===== config.mk =====
export PLATFORM = sky130hd
export DESIGN_NAME = mac_accum_sequencer
export DESIGN_NICKNAME = d
export VERILOG_FILES = /design/src/rtl/mac_pkg.sv /design/src/rtl/mac_nested_counter.sv /design/src/rtl/mac_accum_sequencer.sv
export SDC_FILE = /design/constraint.sdc
export NUM_CORES = 1
export LEC_CHECK = 0
export ABC_AREA = 1
export CORE_ASPECT_RATIO = 2
export CORE_MARGIN = 1
export CORE_UTILIZATION = 45
export DETAILED_ROUTE_END_ITERATION = 10
export PLACE_DENSITY_LB_ADDON = 0.12
export SYNTH_ARGS = -nofsm -noshare
export SYNTH_HDL_FRONTEND = slang
export SYNTH_SLANG_ARGS = --single-unit

===== constraint.sdc =====
create_clock -name i_clk -period 6.1 [get_ports i_clk]
set_input_delay 1.22 -clock i_clk [delete_from_list [all_inputs] [get_ports i_clk]]
set_output_delay 1.22 -clock i_clk [all_outputs]
set_load 0.02 [all_outputs]

===== src/rtl/mac_pkg.sv =====
// Shared types and constants for the MAC psum sequencing / accumulation path.
package mac_pkg;

   localparam int CFG_LEN_W  = 7;
   localparam int CFG_PASS_W = 12;
   localparam int CFG_TILE_W = 16;
   localparam int PSUM_DEPTH = 64;

   typedef enum logic {
      SEQ_IDLE,
      SEQ_RUN
   } seq_state_e;

   typedef struct packed {
      logic [CFG_LEN_W-1:0]  tile_len;
      logic [CFG_PASS_W-1:0] num_pass;
      logic [CFG_TILE_W-1:0] num_tile;
   } acc_seq_cfg_t;

endpackage


===== src/rtl/mac_nested_counter.sv =====
// Three-level wrap counter (inner, middle, outer) with per-level terminal flags.
module mac_nested_counter #(
   parameter int W0 = 7,
   parameter int W1 = 12,
   parameter int W2 = 16
) (
   input  logic          i_clk,
   input  logic          i_reset,
   input  logic          i_clr,
   input  logic          i_en,
   input  logic [W0-1:0] i_max0,
   input  logic [W1-1:0] i_max1,
   input  logic [W2-1:0] i_max2,
   output logic [W1-1:0] o_cnt1,
   output logic [W2-1:0] o_cnt2,
   output logic          o_last0,
   output logic          o_last1,
   output logic          o_last2
);

   logic [W0-1:0] r_cnt0;
   logic [W1-1:0] r_cnt1;
   logic [W2-1:0] r_cnt2;

   assign o_last0 = (r_cnt0 == i_max0);
   assign o_last1 = (r_cnt1 == i_max1);
   assign o_last2 = (r_cnt2 == i_max2);
   assign o_cnt1  = r_cnt1;
   assign o_cnt2  = r_cnt2;

   // Wrapping all three levels at once leaves every counter at zero.
   always_ff @(posedge i_clk or negedge i_reset) begin
      if (!i_reset) begin
         r_cnt0 <= '0;
         r_cnt1 <= '0;
         r_cnt2 <= '0;
      end else if (i_clr) begin
         r_cnt0 <= '0;
         r_cnt1 <= '0;
         r_cnt2 <= '0;
      end else if (i_en) begin
         if (o_last0) begin
            r_cnt0 <= '0;
            if (o_last1) begin
               r_cnt1 <= '0;
               r_cnt2 <= o_last2 ? '0 : r_cnt2 + 1'b1;
            end else begin
               r_cnt1 <= r_cnt1 + 1'b1;
            end
         end else begin
            r_cnt0 <= r_cnt0 + 1'b1;
         end
      end
   end

endmodule


===== src/rtl/mac_accum_sequencer.sv =====
// Psum pass-through between MAC array and accumulator; sequences one job and
// generates the per-element inter_end / accum_end flags.
module mac_accum_sequencer #(
   parameter int DATA_W     = 32,
   parameter int LEN_W      = mac_pkg::CFG_LEN_W,
   parameter int PASS_W     = mac_pkg::CFG_PASS_W,
   parameter int TILE_W     = mac_pkg::CFG_TILE_W,
   parameter int PSUM_DEPTH = mac_pkg::PSUM_DEPTH
) (
   input  logic              i_clk,
   input  logic              i_reset,
   input  logic              i_cfg_valid,
   output logic              o_cfg_ready,
   input  logic [LEN_W-1:0]  i_cfg_tile_len,
   input  logic [PASS_W-1:0] i_cfg_num_pass,
   input  logic [TILE_W-1:0] i_cfg_num_tile,
   input  logic              i_psum_valid,
   output logic              o_psum_ready,
   input  logic [DATA_W-1:0] i_psum_data,
   output logic              o_acc_psum_valid,
   input  logic              i_acc_psum_ready,
   output logic [DATA_W-1:0] o_acc_psum_data,
   output logic              o_acc_inter_end,
   output logic              o_acc_accum_end,
   output logic              o_busy,
   output logic              o_done,
   output logic              o_cfg_err,
   output logic [PASS_W-1:0] o_pass_idx,
   output logic [TILE_W-1:0] o_tile_idx
);

   import mac_pkg::*;

   seq_state_e   r_state;
   seq_state_e   w_state_nxt;
   acc_seq_cfg_t r_cfg;
   logic         r_done;
   logic         r_cfg_err;

   logic w_cfg_legal;
   logic w_cfg_acc;
   logic w_cfg_bad;
   logic w_fire;
   logic w_last_elem;
   logic w_last_pass;
   logic w_last_tile;
   logic w_job_end;

   assign w_cfg_legal = (i_cfg_tile_len != '0) && (i_cfg_num_pass != '0) &&
                        (i_cfg_num_tile != '0) && (int'(i_cfg_tile_len) <= PSUM_DEPTH);

   always_comb begin
      w_state_nxt      = r_state;
      o_cfg_ready      = 1'b0;
      o_psum_ready     = 1'b0;
      o_acc_psum_valid = 1'b0;
      o_busy           = 1'b0;
      w_fire           = 1'b0;
      w_cfg_acc        = 1'b0;
      w_cfg_bad        = 1'b0;
      case (r_state)
         SEQ_IDLE: begin
            o_cfg_ready = 1'b1;
            if (i_cfg_valid) begin
               if (w_cfg_legal) begin
                  w_cfg_acc   = 1'b1;
                  w_state_nxt = SEQ_RUN;
               end else begin
                  w_cfg_bad = 1'b1;
               end
            end
         end
         SEQ_RUN: begin
            o_busy           = 1'b1;
            o_acc_psum_valid = i_psum_valid;
            o_psum_ready     = i_acc_psum_ready;
            w_fire           = i_psum_valid & i_acc_psum_ready;
            if (w_fire && w_last_elem && w_last_pass && w_last_tile) begin
               w_state_nxt = SEQ_IDLE;
            end
         end
         default: w_state_nxt = SEQ_IDLE;
      endcase
   end

   assign w_job_end       = w_fire & w_last_elem & w_last_pass & w_last_tile;
   assign o_acc_psum_data = i_psum_data;
   assign o_acc_inter_end = w_fire & w_last_elem;
   assign o_acc_accum_end = w_fire & w_last_pass;
   assign o_done          = r_done;
   assign o_cfg_err       = r_cfg_err;

   always_ff @(posedge i_clk or negedge i_reset) begin
      if (!i_reset) begin
         r_state   <= SEQ_IDLE;
         r_cfg     <= '0;
         r_done    <= 1'b0;
         r_cfg_err <= 1'b0;
      end else begin
         r_state   <= w_state_nxt;
         r_done    <= w_job_end | w_cfg_bad;
         r_cfg_err <= w_cfg_bad;
         if (w_cfg_acc) begin
            r_cfg <= '{tile_len: i_cfg_tile_len, num_pass: i_cfg_num_pass,
                       num_tile: i_cfg_num_tile};
         end
      end
   end

   mac_nested_counter #(
      .W0 (LEN_W),
      .W1 (PASS_W),
      .W2 (TILE_W)
   ) u_cnt (
      .i_clk   (i_clk),
      .i_reset (i_reset),
      .i_clr   (w_cfg_acc),
      .i_en    (w_fire),
      .i_max0  (r_cfg.tile_len - LEN_W'(1)),
      .i_max1  (r_cfg.num_pass - PASS_W'(1)),
      .i_max2  (r_cfg.num_tile - TILE_W'(1)),
      .o_cnt1  (o_pass_idx),
      .o_cnt2  (o_tile_idx),
      .o_last0 (w_last_elem),
      .o_last1 (w_last_pass),
      .o_last2 (w_last_tile)
   );

endmodule


After elaboration in Yosys (flattened, before gate mapping)
Cells that the tools add are included.
- output and inout bits: 68
- bits in latches: 0
- logic and storage cells: 65
- memories kept: 0
- ROM bits: 0
- memory bits (writable): 0
- bits in registers: 73
- bits of input ports: 72
- equal/unequal tests: 3
- add/sub/neg operators: 6
- multiply operators: 0
- reduce and logical (&&, ||, !) cells: 14
- bitwise logic cells: 7
- shift-type cells: 0
- order comparisons: 1
- divide/modulo/power cells: 0
- multiplexer cells: 25
- operator list (cell ; count):
    two-way mux 16 bit ; 5
    two-way mux 12 bit ; 4
    two-way mux 7 bit ; 3
    adder 16 x 1 -> 16 bit, second input constant ; 1
    equality test 16 bit ; 1
    nonzero test 16 bit ; 1
    subtractor 16 x 1 -> 16 bit, second input constant ; 1
    adder 12 x 1 -> 12 bit, second input constant ; 1
    equality test 12 bit ; 1
    two-way mux 1 bit ; 12
    nonzero test 12 bit ; 1
    subtractor 12 x 1 -> 12 bit, second input constant ; 1
    adder 7 x 1 -> 7 bit, second input constant ; 1
    equality test 7 bit ; 1
    <= comparator 7 bit, second input constant ; 1
    nonzero test 7 bit ; 1
    subtractor 7 x 1 -> 7 bit, second input constant ; 1
    logical AND 1 bit ; 6
    nonzero test 2 bit ; 3
    bitwise AND 1 bit ; 5
    AND reduction 3 bit ; 1
    case mux 1 bit (2 select lines) ; 1
    AND reduction 2 bit ; 1
    inverter 1 bit ; 1
    bitwise OR 1 bit ; 1

Depth between registers and ports, before layout
- depth after elaboration: 9
- depth in mapped cells: 17
- mapped depth without buffers: 16

By module
From an unflattened synthesis, not the netlist that was laid out.
- cells, all modules: 833
- area total of the unflattened synthesis: 5494.0 um^2
- by module, submodules not included (module ; cells each ; instances ; area each (um^2) ; seq. area each (um^2)):
    mac_nested_counter ; 472 ; 1 ; 2845.2 ; 875.8
    mac_accum_sequencer ; 361 ; 1 ; 2648.8 ; 950.9

Worst setup path after synthesis
OpenSTA, ideal clock, no wires.
- path kind: in2out
- start: input i_psum_valid
- end: output o_acc_accum_end
- path buffers: 0
- data required time: 4.880 ns
- cell stages on the path: 4
- data arrival time: 1.916 ns
- slack: 2.964 ns
- cell sequence: nand2_1 -> nor2_1 -> inv_1 -> nor2_1
- cells in the longest elaborated chain, start to end: 3
- ends and longest elaborated chain (what ; RTL line ; text):
    start: declaration ; mac_accum_sequencer.sv:17 ; input logic i_psum_valid,
    bitwise AND 1 bit ; mac_accum_sequencer.sv:77 ; w_fire = i_psum_valid & i_acc_psum_ready;
    two-way mux 1 bit ; mac_accum_sequencer.sv:61 ; case (r_state)
    bitwise AND 1 bit ; mac_accum_sequencer.sv:89 ; assign o_acc_accum_end = w_fire & w_last_pass;
    end: declaration ; mac_accum_sequencer.sv:24 ; output logic o_acc_accum_end,
No other way between the ends.

Worst setup path in the final report
- start: input i_acc_psum_ready
- end: output o_acc_inter_end
- cells in the longest elaborated chain, start to end: 3
- ends and longest elaborated chain (what ; RTL line ; text):
    start: declaration ; mac_accum_sequencer.sv:21 ; input logic i_acc_psum_ready,
    bitwise AND 1 bit ; mac_accum_sequencer.sv:77 ;
    two-way mux 1 bit ; mac_accum_sequencer.sv:61 ;
    bitwise AND 1 bit ; mac_accum_sequencer.sv:88 ; assign o_acc_inter_end = w_fire & w_last_elem;
    end: declaration ; mac_accum_sequencer.sv:23 ; output logic o_acc_inter_end,
No other way between the ends.

==> key figures <==
Min path
  • Hold Crit Class: flop to flop
  • Hold-critical path depth: 2
  • Hold Path Sink: r_cfg[27]
  • Hold_sp: r_cfg[27]

CTS
  • Post-CTS Setup Bufs: 0
  • # H-tree levels: 3
  • CTS tree: yes
  • Longest Clk Path Bufs: 2
  • Num CTS Buffers: 9
  • CTS Sinks: 73
  • Clock transition at path regs: around 0.06 ns
  • # hold bufs at CTS: 0
  • Root Driver: clkbuf_16
  • Skew-Pair Late Insertion Delay: 0.33 ns
  • Post-cts resize count: 0

Floorplanning
  • Starting Density: 0.4592
  • Die W: ~81 um
  • I/O pin total: between 100 and 150
  • DIE HEIGHT: between 150 and 200 um
  • Row count: 57
  • Core Area: 12120 um^2
  • Full die area: 12850 um^2

Global route
  • Total track usage: 0.2581
  • First-pass GRT wire length: ~25 mm
  • Vias in the first global route: 5417
  • Initial antenna violation count: 0
  • GR Overflow Total: 0
  • Largest net degree at the start of global routing: 68

Timing
  • Fin Hold WS: 0.5029 ns
  • Unrepaired setup endpoints after global routing: no
  • Endpoints failing setup: 0
  • Fin crit share: 0.6894
  • Fin Clk Skew: 0.007127 ns
  • Post-Route Setup TNS: 0 ns
  • Slew @ Worst Pin: 0.6285 ns
  • Time the worst path needs with I/O delays and setup: 4.205 ns
  • Slew Viols, Final: 0
  • Worst slew margin: 0.5810
  • Max Clk Rate: 0.2378 GHz
  • Final hold vios: 0

Worst setup path
  • CP Launch Type: primary input
  • CP max FO: 5
  • End of the worst register-to-register path: u_cnt.o_cnt2[11]
  • Critical Path RT: 4.88 ns
  • Slack of the worst reg-to-reg path: 3.65 ns
  • CP Capture Type: output pin
  • Critical path data arrival time: 2.99 ns
  • Worst Reg-to-Reg Cells: 12
  • FF-to-FF Start: r_cfg[16]
  • CP Class: primary input to output pin

Status
  • Status: complete, no violations

Finish
  • Number of diodes: 0
  • P&R area growth vs syn: 15.33%
  • Share of cells above drive strength 1: 0.08041
  • Layout Nets: 957
  • Fillers: roughly 1200

Logic synthesis
  • Avg Cell Area, Syn: between 6 and 7 um^2
  • Number of enable flip-flop cells after synthesis: 0
  • Most common cell in the netlist: nand2_1
  • Mapped Area: between 5000 and 6000 um^2
  • Ranking of synthesized cells by area: dfrtp_1 33%, nand2_1 19%, nand3_1 6.7%, nor2_1 6.7%, inv_1 5.7%
  • Seq/Total Area, Yosys: 0.3281
  • Top cell type by total area after synthesis: dfrtp_1
  • Share of the synthesized area in the top cell type: 0.3281
  • Synthesized flop and latch total: 73
  • Mapped Nets: roughly 920
  • Syn Inst Count: around 840
  • Post-synth ARST share: 1.000
  • Post-synth top flop: dfrtp_1
  • Ys Warns: 0
  • Post-synth top cells: 279 x nand2_1, 100 x nor2_1, 85 x inv_1, 75 x nand3_1, 73 x dfrtp_1
  • Cell variety after synth: 31

Drt
  • Drt pass-1 iters: 5
  • Via count: around 5400
  • Avg Vias per Cell: 5.227
  • WL/cell: approximately 15 um
  • First DRT Iteration DRCs: 300
  • Routed WL: 15.47 mm
  • Antenna viol nets, final: 0
  • # DRC: 0

Power
  • PwrDens: around 370 nW/um^2
  • Static Leak: approximately 3.1 nW
  • VDD IR max: 0.0002371 V

Placement
  • Detail Placement HPWL: 11.95 mm
  • GP Congestion: 0.9351
  • Port bufs: 75

Run
  • Max Cap Viol: 0
power by group:
| group | total, mW | switching [mW] | leakage, nW | internal [mW] |
|---|---|---|---|---|
| combinational | 1.11 | 0.706 | 2.02 | 0.399 |
| clock | 0.482 | 0.210 | 0.124 | 0.272 |
| sequential | 0.781 | 0.160 | 0.943 | 0.620 |
| total | 2.37 | 1.08 | 3.09 | 1.29 |
how the worst max path moves through the flow:
stage	start	to	slack [ns]	cells after the start
after floorplan	i_psum_valid	o_acc_accum_end	2.96	4
after global placement	i_acc_psum_ready	o_acc_accum_end	1.92	6
after detailed placement	i_acc_psum_ready	o_acc_inter_end	1.92	6
after CTS	i_acc_psum_ready	o_acc_inter_end	1.90	6
after global routing	i_acc_psum_ready	o_acc_inter_end	1.80	6
final	i_acc_psum_ready	o_acc_inter_end	1.89	6
per-layer routing:
layer | vias up | share of wire | global-route usage
met2 | 162 | 0.53 | 0.4630
met3 | 62 | 0.041 | 0.04585
met1 | 2493 | 0.36 | 0.2520
li1 | 2667 | - | -
met5 | - | 0 | 0
met4 | 0 | 0.071 | 0.1907
layout by cell type, fill, tap and decap left out, drive strengths merged:
| cell type | instances |
|---|---|
| nand2 | 293 |
| xor2 | 21 |
| and3 | 1 |
| clkinvlp | 2 |
| nor2 | 120 |
| nand3b | 9 |
| a21oi | 6 |
| clkbuf | 10 |
| clkinv | 4 |
| o21bai | 3 |
| o21ai | 43 |
| buf | 3 |
| dfrtp | 73 |
| nor3 | 11 |
| clkdlybuf4s50 | 74 |
| inv | 94 |
| xnor2 | 14 |
| nand3 | 83 |
| nand4 | 10 |
| nor4 | 3 |
| ha | 6 |
cell type report:
type / count / area (um^2) / area share
Sequential cell: 73 / 1827 / 0.2845
Clock inverter: 5 / 33.78 / 0.005261
Clock buffer: 10 / 229.0 / 0.03566
Inverter: 95 / 356.6 / 0.05553
Multi-Input combinational cell: 623 / 3030 / 0.4719
Timing Repair Buffer: 77 / 760.7 / 0.1185
Tap cell: 147 / 183.9 / 0.02864
logic make-up after synthesis:
kind of cell	Yosys count	synth area share
AO/OA/AOI/OAI	52	0.04809
XOR/XNOR	35	0.05506
adder cells (fa/ha/maj)	6	0.01348
buffers and inverters	143	0.1276
flip-flops	73	0.3281
AND/OR/NAND/NOR	530	0.4276
critical path, stage by stage:
cell and delay [ns]:
clkdlybuf4s50_1 0.53, nand2_1 0.08, nor2_1 0.26, nand3_4 0.14, inv_1 0.12, clkdlybuf4s50_1 0.63
state kept, by name (all words and copies together), names as in the netlist:
name,cells
r_cfg,35
u_cnt.o_cnt2,16
u_cnt.o_cnt1,12
u_cnt.r_cnt0,7
o_cfg_err,1
o_done,1
r_state,1
metrics by stage:
stage	setup WS (ns)	power [mW]	instance area [um^2]	util	instances
finish	1.895	2.368	6421	0.5296	1030
global route	1.803	2.575	6421	0.5296	1030
CTS	1.895	2.384	6421	0.5296	1030
detailed placement	1.917	1.892	6158	0.5079	1015
global placement	1.922	1.875	6158	0.5079	1015
floorplan	2.964	1.606	5568	-	839
(Power assumes the default switching activity.)
